===== config.mk =====
export PLATFORM = sky130hd
export DESIGN_NAME = instruction_fetch
export DESIGN_NICKNAME = d
export VERILOG_FILES = /design/src/rtl/instruction_fetch.sv
export SDC_FILE = /design/constraint.sdc
export NUM_CORES = 1
export LEC_CHECK = 0
export CAP_MARGIN = 10
export CORE_ASPECT_RATIO = 1.4
export CORE_MARGIN = 2
export CORE_UTILIZATION = 50
export DETAILED_ROUTE_END_ITERATION = 16
export PLACE_DENSITY_LB_ADDON = 0.25
export SKIP_CTS_REPAIR_TIMING = 1
export SLEW_MARGIN = 10
export SYNTH_ARGS = -nofsm -noshare
export SYNTH_HDL_FRONTEND = slang
export SYNTH_SLANG_ARGS = --single-unit

===== constraint.sdc =====
create_clock -name CK_REF -period 6.52 [get_ports CK_REF]
set_input_delay 1.304 -clock CK_REF [delete_from_list [all_inputs] [get_ports CK_REF]]
set_output_delay 1.304 -clock CK_REF [all_outputs]
set_load 0.02 [all_outputs]

===== src/rtl/instruction_fetch.sv =====
// Instruction fetch front end: single-outstanding IMEM request FSM feeding a
// 2-entry {instr, pc} FIFO toward decode, with flush discard and timeout trap.
//
// state | meaning
// IDLE  | no request outstanding; launch when FIFO has room and no halt/flush
// REQ   | request on IMEM, waiting for ACK; timeout counter running
// ERR   | memory never answered; sticky until reset, FIFO still drains
module instruction_fetch #(
    parameter int TIMEOUT_CYCLES = 16
) (
    input  logic        CK_REF,
    input  logic        RST,
    input  logic [31:0] PC_IN,
    input  logic        HALT,
    input  logic        FLUSH,
    output logic        FREEZE_PC,
    output logic        IMEM_REQ,
    output logic [31:0] IMEM_ADDR,
    input  logic        IMEM_ACK,
    input  logic [31:0] IMEM_RDATA,
    output logic        INSTR_VALID,
    output logic [31:0] INSTR_OUT,
    output logic [31:0] INSTR_PC,
    input  logic        DEC_READY,
    output logic        FETCH_ERR
);

    localparam logic [7:0] TMO_LIMIT = 8'(TIMEOUT_CYCLES);

    typedef enum logic [1:0] {
        S_IDLE = 2'd0,
        S_REQ  = 2'd1,
        S_ERR  = 2'd2
    } state_t;

    state_t      r_state;
    logic [31:0] r_addr;
    logic        r_discard;
    logic [7:0]  r_tmo;
    logic        r_err;
    logic [1:0]  r_cnt;
    logic        r_head;
    logic        r_tail;
    logic [31:0] r_instr [2];
    logic [31:0] r_pc    [2];

    logic        w_launch;
    logic        w_push;
    logic        w_pop;
    logic [7:0]  w_tmo_next;

    // RST gates the launch so FREEZE_PC reads 1 for the whole reset window
    assign w_launch   = (r_state == S_IDLE) && !RST && !HALT && !FLUSH && (r_cnt != 2'd2);
    assign w_push     = (r_state == S_REQ) && IMEM_ACK && !r_discard && !FLUSH;
    assign w_pop      = (r_cnt != 2'd0) && DEC_READY;
    assign w_tmo_next = r_tmo + 8'd1;

    assign FREEZE_PC   = !w_launch;
    assign IMEM_REQ    = (r_state == S_REQ);
    assign IMEM_ADDR   = {r_addr[29:0], 2'b00};
    assign INSTR_VALID = (r_cnt != 2'd0);
    assign INSTR_OUT   = r_instr[r_head];
    assign INSTR_PC    = r_pc[r_head];
    assign FETCH_ERR   = r_err;

    always_ff @(posedge CK_REF) begin
        if (RST) begin
            r_state   <= S_IDLE;
            r_addr    <= 32'd0;
            r_discard <= 1'b0;
            r_tmo     <= 8'd0;
            r_err     <= 1'b0;
            r_cnt     <= 2'd0;
            r_head    <= 1'b0;
            r_tail    <= 1'b0;
            for (int i = 0; i < 2; i++) begin
                r_instr[i] <= 32'd0;
                r_pc[i]    <= 32'd0;
            end
        end else begin
            case (r_state)
                S_IDLE: begin
                    if (w_launch) begin
                        r_state <= S_REQ;
                        r_addr  <= PC_IN;
                        r_tmo   <= 8'd0;
                    end
                end
                S_REQ: begin
                    if (IMEM_ACK) begin
                        r_state   <= S_IDLE;
                        r_discard <= 1'b0;
                    end else begin
                        if (FLUSH) r_discard <= 1'b1;
                        r_tmo <= w_tmo_next;
                        if (w_tmo_next == TMO_LIMIT) begin
                            r_state <= S_ERR;
                            r_err   <= 1'b1;
                        end
                    end
                end
                S_ERR: r_state <= S_ERR;
                default: r_state <= S_IDLE;
            endcase

            // a flush wins over any push/pop landing on the same edge
            if (FLUSH) begin
                r_cnt  <= 2'd0;
                r_head <= 1'b0;
                r_tail <= 1'b0;
            end else begin
                if (w_push) begin
                    r_instr[r_tail] <= IMEM_RDATA;
                    r_pc[r_tail]    <= r_addr;
                    r_tail          <= ~r_tail;
                end
                if (w_pop) r_head <= ~r_head;
                case ({w_push, w_pop})
                    2'b10:   r_cnt <= r_cnt + 2'd1;
                    2'b01:   r_cnt <= r_cnt - 2'd1;
                    default: r_cnt <= r_cnt;
                endcase
            end
        end
    end

endmodule

Yosys cells after proc, flatten, opt, wreduce, memory -nomap -nowiden. Memory sizes are Yosys's and may differ from the RTL's. A register that Yosys moved wholly into a read port is not among the register bits. Cells that the tools add are included.

Output and inout bits: 100. Flip-flop bits (word level): 48. Memories: 2. Bits in writable memories: 128. Input bits: 70. Logic and storage cells: 77.

Memories: r_instr (words 2, width 32, read ports 1, clocked after Yosys merged registers in 1, write ports 2, line 44) `logic [31:0] r_instr [2];`; r_pc (words 2, width 32, read ports 1, clocked after Yosys merged registers in 1, write ports 2, line 45) `logic [31:0] r_pc [2];`.

$add $sub $neg: 3. Bitwise gates (word level): 3. Reductions and logical operators: 26. Muxes and demuxes: 26. Equal/unequal tests: 9.

Operator list (count): $mux 32 (2); $reduce_or 32->1 (2); $mux 1 (16); $mux 8 (2); $pmux 8 s2 (1); $add 8x1->8 const B (1); $eq 8x5->1 const B (1); $logic_and 1x1->1 (8); $reduce_bool 2->1 (4); $mux 2 (3); $ne 2x2->1 const B (3); $pmux 2 s3 (1); $reduce_and 2->1 (3); $reduce_and 3->1 (2); $logic_not 1->1 (5); $eq 2x1->1 const B (2); $eq 2x2->1 const B (2); $pmux 2 s2 (1); $ne 3x1->1 const B (1); $not 1->1 (3); $add 2x1->2 const B (1); $logic_not 2->1 (1); $reduce_or 2->1 (1); $sub 2x1->2 const B (1).

Depth between registers and ports, before layout. Gate-level depths: netlist (run 1).

Depth in word-level cells: 10. Depth in mapped cells: 9. Gate-level depth less buffers: 8.

Worst setup path before layout (run 1). No wires, ideal clock.

Kind: input port to flip-flop. Start: input port FLUSH. End: memory r_instr[0][0], enable pin. Stages on the path: 4. Arrival time: 4.774 ns. Path slack: 1.247 ns. Buffers on the path: 1. Data required time: 6.021 ns. Library setup time: 0.499 ns. Cells stage by stage: buf_6 nor2_1 nand3_4 o21bai_1.

RTL lines: start: declaration (line 15) `input logic FLUSH,`; end: declaration (line 44).

Final worst setup path (run 1).
Start: input port RST. End: output port FREEZE_PC.

Longest elaborated chain between the ends: 6.

RTL lines: start: declaration (line 12) `input logic RST,`; $logic_not 1->1 (line 53) `assign w_launch = (r_state == S_IDLE) && !RST && !HALT && !FLUSH && (r_cnt != 2'd2);`; $logic_and 1x1->1 (4 in a row) (line 53); $logic_not 1->1 (line 58) `assign FREEZE_PC = !w_launch;`; end: declaration (line 16) `output logic FREEZE_PC,`.

Every way passes these cells.

==> results of run 1 <==
power breakdown:
part	switching (mW)	total, mW	internal, mW
Sequential	0.0143	1.25	1.24
Combinational	0.0921	0.186	0.0934
Clock	0.429	1.05	0.622
routing by layer:
layer	track usage (%)	routed length [um]	part of all wire [%]	vias to the layer above
met4	6.21	303	1.9	0
met5	0	0	0	-
met2	34.6	8390	53	135
met1	21.6	6230	40	2333
li1	-	-	-	2353
met3	4.62	841	5.3	21
worst reg2reg max path: stages, from the launching register on:
cell and delay (ns):
dfxtp_1 0.38, nand2b_4 0.20, inv_6 0.11, nand3_4 0.14
o21bai_4 0.88, buf_4 0.55
final cells by class:
type                       count  area (um^2)
clock buffer                  19          443
timing repair buffer         172         1700
fill                        1206         5500
clock inverter                13          173
multi-input combinational    368         2560
inverter                       4         20.0
tap                          196          245
sequential                   177         4830
registers in the layout (all words and copies together) (netlist names), 2 cells and up, named ones only:
register	cells
r_addr	32
r_cnt	2
r_instr	64
r_pc	64
r_state	2
r_tmo	8
worst paths after layout:
path	end	cells past startpoint
worst max-delay path	FREEZE_PC	5
worst min-delay path	FETCH_ERR$_SDFFE_PP0P_	2
worst max register to register	r_instr[0][21]$_SDFFCE_PN0P_	5
worst min register to register	FETCH_ERR$_SDFFE_PP0P_	2
through the flow:
step           util, %  hold WS, ns  instances
2_1_floorplan        -        0.440        615
3_3_place_gp      60.5        0.444        917
3_5_place_dp      60.5        0.453        917
4_1_cts           64.5        0.463        949
5_1_grt           64.5        0.482        949
6_report          64.5        0.460        949
cells in the mapped netlist, types with 2 or more instances:
cell type    n  area, um^2
dfxtp_1     49         981
nand2b_1     2        12.5
a21oi_1     40         200
mux2_2      64         721
and2_2      53         398
nand2_1     69         259
inv_1        2        7.51
nor3_1       9        45.0
nand3_1      2        10.0
buf_2        7        35.0
a311oi_1     4        35.0
buf_4       32         240
ha_1         2        25.0
a41oi_1      2        17.5
o21ai_0      5        25.0
clkbuf_1    18        67.6
a31oi_1      2        12.5
and2_1      77         482
nor2_1       6        22.5
buf_6        8        90.1
xor2_1       2        17.5
xnor2_1      3        26.3
edfxtp_1   128        3840
a211oi_1     3        22.5
kinds of logic (layout without fill, tap and decap cells):
family / Yosys count / in the layout / share of synthesized area (%)
AO/OA/AOI/OAI: 63 / 63 / 4.76
multiplexers: 64 / 64 / 9.19
XOR/XNOR: 5 / 5 / 0.559
adder cells (fa/ha/maj): 2 / 2 / 0.319
flip-flops: 177 / 177 / 61.5
buffers and inverters: 70 / 208 / 5.95
AND/OR/NAND/NOR: 232 / 232 / 17.6
other: 1 / 2 / 0.0478
==> impl_metrics.yaml, run 1 <==
routing:
  vias: 4842
  drtPass1Iterations: 4
  via_per_inst: 5.10
  drt_iter0_drc: 138
  wl_per_cell_um: 16.6
  routed_wl_mm: 15.8
  ant_nets: 0
  route.detailed.drc: 0
finish:
  syn2layout_area_growth_pct: 27.3
  final_nets: 812
  final_cell_mix: "clkdlybuf4s50_1 (166), edfxtp_1 (128), and2_1 (77), nand2_1 (69), mux2_2 (64)"
  n_antenna_cell: 0
  final_common_cell: "clkdlybuf4s50_1"
  drive_gt1_share_pct: 22.4
  postLayoutCellArea_um2: 9980
placement:
  place_area_um2: 9360
  hpwl_mm: 10.2
  portBuffers: 167
  gp_congestion: 0.842
  place_ws_ns: 1.59
grt:
  overflow: 0
  grt_pass1_wl_mm: 24.6
  grt_usage_pct: 19.1
  grt_max_degree: 65
  antenna_found_initial: 0
  grt_pass1_vias: 5005
sta:
  hold_violations: 0
  setup_ws_ns: 1.62
  setup_violations: 0
  finalCritPeriodShare_pct: 75.2
  max_freq_mhz: 204
  worst_pin_slew_ns: 1.09
  relSlewSlack_pct: 27.0
  rsz0062_at_grt: "false"
  period_needed_ns: 4.90
  maxSlewViolCount: 0
  setup_tns_ns: 0
  skew_ns: 0.00758
die:
  core.rowCount: 54
  core_um2: 15500
  initial_core_util_pct: 50.7
  fp.dieArea_um2: 16700
  io_pins: 170
  die_x_um: 110
  die_h_um: 152
pwr:
  ir_worst_vdd_mv: 0.156
  power_density_nw_per_um2: 249
  leakage_nw: 3.59
  power_mw: 2.49
synthesis:
  async_reset_ff_share_pct: 0
  synth_cell_type_count: 49
  synthCells: 614
  syn_area_um2: 7840
  ys_seq_area_share_pct: 61.5
  synthFlopType: "edfxtp_1"
  yosys_warnings: 0
  yosys_register_bits: 177
  syn_avg_cell_area_um2: 12.8
  synth_edf_count: 128
cts:
  cts_tree: "done"
  path_clk_slew_ns: 0.07
  cts_sinks: 177
  numCtsBuffers: 17
  cts_buffer_depth: 2
  htree_num_levels: 4
  root_buffer: "clkbuf_16"
  clock_latency_ns: 0.41
run_status:
  status: "completed"
worst_setup_path:
  crit_slowest_cell: "buf_2"
  cp-start-kind: "input pin"
  critPathTopFamily: "buffers and inverters"
  worst_setup_path_end_kind: "output port"
  critPathKind: "in -> out"
  cp.required_ns: 5.22
  path_buf_inv: 3
  r2r_start: "r_state[1]$_SDFFE_PP0P_"
  crit_chain: "buf_2, nor4_4, and3b_2, inv_2, clkdlybuf4s50_1"
  slowest_delay_ns: 0.79
  crit_arrival_ns: 3.60
  crit_start: "RST"
  cp_max_fo: 54
  r2r_setup_slack_ns: 3.91
worst_hold_path:
  min_path_type: "reg -> reg"
  holdCritStartpoint: "FETCH_ERR$_SDFFE_PP0P_"
flow_run:
  maxCapViolCount: 0
(Power assumes the default switching activity.)
==> run 2, diff against run 1 <==
--- a/config.mk
+++ b/config.mk
@@ -8,7 +8,7 @@
 export CAP_MARGIN = 10
 export CORE_ASPECT_RATIO = 1.4
 export CORE_MARGIN = 2
-export CORE_UTILIZATION = 50
+export CORE_UTILIZATION = 46
 export DETAILED_ROUTE_END_ITERATION = 16
 export PLACE_DENSITY_LB_ADDON = 0.25
 export SKIP_CTS_REPAIR_TIMING = 1
==> constraint.sdc (replaced) <==
create_clock -name CK_REF -period 4.4 [get_ports CK_REF]
set_input_delay 0.88 -clock CK_REF [delete_from_list [all_inputs] [get_ports CK_REF]]
set_output_delay 0.88 -clock CK_REF [all_outputs]
set_load 0.02 [all_outputs]
==> run 2 against run 1 <==
Against the previous run: combinational power increased by 49%; core utilization is 4.7 points lower; critical path depth unchanged; first-iteration DRC count is 110% higher; global-route usage decreased by 1.8 points; non-clock buffer count grew 1; total power is 45% higher; register-to-register slack worse by 1.6 ns; critical endpoint unchanged; largest power group unchanged.
==> impl_metrics.yaml, run 2 (synthesis results as in run 1) <==
finish:
  final_nets: 813
  fillers: 1368
  postLayoutCellArea_um2: 10000
  reg.largest.list: "r_instr x64, r_pc x64, r_addr x32"
  multi_input_area_um2: 2570
  final_cell_mix: "clkdlybuf4s50_1 (166), edfxtp_1 (128), and2_1 (77), nand2_1 (69), mux2_2 (64)"
  n_antenna_cell: 0
  final_common_cell: "clkdlybuf4s50_1"
  seq_area_um2: 4830
  drive_gt1_share_pct: 22.1
  syn2layout_area_growth_pct: 27.6
worst_setup_path:
  worst_setup_path_end_kind: "output port"
  cp-start-kind: "input pin"
  crit_arrival_ns: 2.66
  cp.required_ns: 3.52
  cp_max_fo: 8
  critPathKind: "in -> out"
run_status:
  status: "completed"
placement:
  gp_congestion: 0.795
  hpwl_mm: 9.99
  place_area_um2: 9430
  portBuffers: 167
sta:
  hold_violations: 0
  worst_pin_slew_ns: 0.896
  period_needed_ns: 3.54
  max_freq_mhz: 282
  relSlewSlack_pct: 40.3
  skew_ns: 0.00829
  finalCritPeriodShare_pct: 80.5
  maxSlewViolCount: 0
  setup_tns_ns: 0
  setup_violations: 0
  rsz0062_at_grt: "false"
pwr:
  ir_worst_vdd_mv: 0.256
  leakage_nw: 3.58
  power_density_nw_per_um2: 360
die:
  initial_core_util_pct: 46.8
  fp.dieArea_um2: 18100
  core.rowCount: 56
  core_um2: 16700
  die_h_um: 158
  io_pins: 170
  die_x_um: 114
cts:
  cts_buffer_depth: 2
  cts_sinks: 177
  numCtsBuffers: 17
  clock_latency_ns: 0.41
  path_clk_slew_ns: 0.06
  htree_num_levels: 4
  root_buffer: "clkbuf_16"
  cts_tree: "done"
routing:
  vias: 4855
  drtPass1Iterations: 4
  route.detailed.drc: 0
  ant_nets: 0
  wl_per_cell_um: 16.4
  routed_wl_mm: 15.7
  via_per_inst: 5.07
  drt_iter0_drc: 293
grt:
  overflow: 0
  grt_max_degree: 65
  grt_pass1_vias: 4876
  grt_pass1_wl_mm: 24.3
  grt_usage_pct: 17.4
  antenna_found_initial: 0
worst_hold_path:
  min_path_type: "reg -> reg"
flow_run:
  maxCapViolCount: 0
## run 2: cell count changes in the layout (fill, tap and decap cells not counted), sizes merged
cell | before | now
clkbuf | 19 | 20
buf | 6 | 7
clkinvlp | 2 | 1
clkinv | 2 | 7
inv | 10 | 6
bufinv | 3 | 2
## run 2: worst max-delay path, cell delays in order
cell,delay [ns]
clkdlybuf4s50_1,0.59
nor4_4,0.35
and3b_2,0.24
inv_2,0.06
clkdlybuf4s50_1,0.54
## run 2: per-layer routing
layer,GRT usage [%],routed length [um],up-vias
met3,4.99,830,12
met4,4.88,125,0
met1,20.1,6590,2349
li1,-,-,2356
met2,31.2,8200,138
met5,0,0,-
## run 2: power by group
part           switching (mW)  leakage [nW]  internal (mW)
clock network           0.617         0.280          0.854
logic                   0.137          1.58          0.141
registers              0.0202          1.72           1.83
## run 2: through the flow
step           total power [mW]  utilization, %  hold slack (ns)  instances  setup slack, ns
3_3_place_gp               2.17            56.3            0.442        925            0.872
4_1_cts                    3.65            59.7            0.460        957            0.837
6_report                   3.60            59.7            0.461        957            0.857
2_1_floorplan              2.03               -            0.440        615            0.921
3_5_place_dp               2.17            56.3            0.443        925            0.832
5_1_grt                    3.73            59.7            0.472        957            0.754
## run 2: final cells by class
type / count / area share [%]
Clock inverter: 12 / 1.33
Sequential cell: 177 / 48.3
Timing Repair Buffer: 173 / 17.5
Inverter: 4 / 0.200
Tap cell: 203 / 2.54
Multi-Input combinational cell: 368 / 25.7
Clock buffer: 20 / 4.46
## run 2: worst paths after layout
kind | from | to | slack, ns | cells past startpoint
setup / recovery | FLUSH | FREEZE_PC | 0.86 | 5
hold / removal | r_addr[31]$_SDFFE_PP0P_ | r_addr[31]$_SDFFE_PP0P_ | 0.46 | 2
setup reg to reg | r_state[0]$_SDFFE_PP0P_ | r_pc[1][12]$_SDFFCE_PN0P_ | 2.36 | 6
hold reg to reg | r_addr[31]$_SDFFE_PP0P_ | r_addr[31]$_SDFFE_PP0P_ | 0.46 | 2
==> run 3, diff against run 2 <==
==> constraint.sdc (replaced) <==
create_clock -name CK_REF -period 2.9 [get_ports CK_REF]
set_input_delay 0.58 -clock CK_REF [delete_from_list [all_inputs] [get_ports CK_REF]]
set_output_delay 0.58 -clock CK_REF [all_outputs]
set_load 0.02 [all_outputs]
==> run 3 against run 2 <==
Against the previous run: critical path type unchanged; final area up 1.4%; sequential share of layout area down 0.68 points; via count up 1.8%; worst setup slack worse by 0.72 ns; critical path depth unchanged; die area unchanged; global-route usage up 1.1 points; sequential power up 51%; clock-buffer cell count down 1; hold slack worse by 0.0026 ns; final cell count up 0.94%; clock power up 59%.
==> impl_metrics.yaml, run 3 (synthesis results as in run 1) <==
run_status:
  status: "completed"
pwr:
  ir_worst_vdd_mv: 0.340
  p_int_mw: 4.27
  pwr-share-seq_pct: 50.3
  power_switching_mw: 1.32
  leakage_nw: 3.67
  p_comb_share_pct: 7.8
  power_frac_clock_pct: 41.9
  power_density_nw_per_um2: 551
  p_sw_share_pct: 23.6
worst_setup_path:
  critPathTopFamily: "buffers and inverters"
  path_buf_inv: 3
  cp-start-kind: "input pin"
  cp.required_ns: 2.32
  critPathKind: "in -> out"
  crit_chain: "clkdlybuf4s50_1, nor4_4, and3b_2, inv_2, clkdlybuf4s50_1"
  crit_arrival_ns: 2.18
  crit_top_cell: "clkdlybuf4s50_1"
  crit_slowest_cell: "clkdlybuf4s50_1"
  worst_setup_path_end_kind: "output port"
  cp_max_fo: 3
  slowest_delay_ns: 0.53
grt:
  grt_pass1_wl_mm: 25.7
  gr-max-usage-layer: "met2"
  grt_max_degree: 65
  met2_usage_pct: 33.8
  grt_pass1_vias: 5152
  grtUsageMet3_pct: 4.68
  grt_usage_pct: 18.4
  grt.met1_usage_pct: 20.8
  overflow: 0
  antenna_found_initial: 0
sta:
  finalCritPeriodShare_pct: 95.2
  skew_ns: 0.00987
  setup_ws_ns: 0.139
  worst_pin_slew_ns: 0.740
  relSlewSlack_pct: 49.4
  setup_violations: 0
  setup_tns_ns: 0
  rsz0062_at_grt: "false"
  maxSlewViolCount: 0
  period_needed_ns: 2.76
  max_freq_mhz: 362
  hold_violations: 0
cts:
  clock_latency_ns: 0.42
  htree_num_levels: 4
  root_buffer: "clkbuf_16"
  cts_buffer_depth: 2
  cts_sinks: 177
  numCtsBuffers: 17
  path_clk_slew_ns: 0.07
  cts_tree: "done"
routing:
  via_per_inst: 5.12
  wl_per_cell_um: 17.4
  ant_nets: 0
  route.detailed.drc: 0
  drtPass1Iterations: 4
  routed_wl_mm: 16.8
  vias: 4942
  drt_iter0_drc: 266
flow_run:
  maxCapViolCount: 0
placement:
  hpwl_mm: 10.9
  gp_congestion: 0.787
  place_ws_ns: 0.0798
  portBuffers: 167
  place_area_um2: 9510
  dp.cells: 933
finish:
  final_nets: 822
  reg.largest.list: "r_instr x64, r_pc x64, r_addr x32"
  syn2layout_area_growth_pct: 29.4
  drive_gt1_share_pct: 23.6
  fin_util_pct: 60.6
  fin_cells: 966
  postLayoutCellArea_um2: 10100
  final_cell_mix: "clkdlybuf4s50_1 (166), edfxtp_1 (128), and2_1 (77), nand2_1 (69), mux2_2 (64)"
  n_antenna_cell: 0
  final_common_cell: "clkdlybuf4s50_1"
die:
  die_h_um: 158
  fp.dieArea_um2: 18100
  io_pins: 170
  core_um2: 16700
  die_x_um: 114
  core.rowCount: 56
  initial_core_util_pct: 46.8
worst_hold_path:
  min_path_type: "reg -> reg"
## run 3: final timing paths
check	from	end	slack [ns]	cells past startpoint
worst min register to register	FETCH_ERR$_SDFFE_PP0P_	FETCH_ERR$_SDFFE_PP0P_	0.46	2
worst max register to register	r_tmo[3]$_SDFFE_PP0P_	FETCH_ERR$_SDFFE_PP0P_	1.03	4
worst min-delay path	FETCH_ERR$_SDFFE_PP0P_	FETCH_ERR$_SDFFE_PP0P_	0.46	2
worst max-delay path	FLUSH	FREEZE_PC	0.14	5
## run 3: final cells by class
type / count / area [um^2]
clock buffers: 19 / 475
clock inverters: 13 / 151
fillers: 1384 / 6600
inverters: 4 / 20.0
multi-input cells: 368 / 2570
flip-flops and latches: 177 / 4830
well taps: 203 / 254
repair buffers: 182 / 1850
## run 3: power by group through the flow
stage          clock network, mW  logic [mW]  registers [mW]
6_report                    2.34       0.435            2.81
5_1_grt                     2.49       0.463            2.82
4_1_cts                     2.39       0.441            2.81
3_5_place_dp                   0       0.438            2.87
3_3_place_gp                   0       0.433            2.86
2_1_floorplan                  0       0.213            2.86
## run 3: per-layer routing
layer / share of wire [%] / vias to the layer above
li1: - / 2374
met1: 40 / 2419
met2: 53 / 130
met3: 5.5 / 19
met4: 1.6 / 0
met5: 0 / -
## run 3: through the flow
stage          hold slack [ns]  power (mW)
2_1_floorplan            0.440        3.07
3_3_place_gp             0.443        3.30
3_5_place_dp             0.448        3.31
4_1_cts                  0.461        5.65
5_1_grt                  0.488        5.78
6_report                 0.458        5.59
## run 3: tightest hold or removal path, cell delays in order, from the launching register on
cell and delay, ns:
dfxtp_1 0.32, inv_1 0.05, a21oi_1 0.05
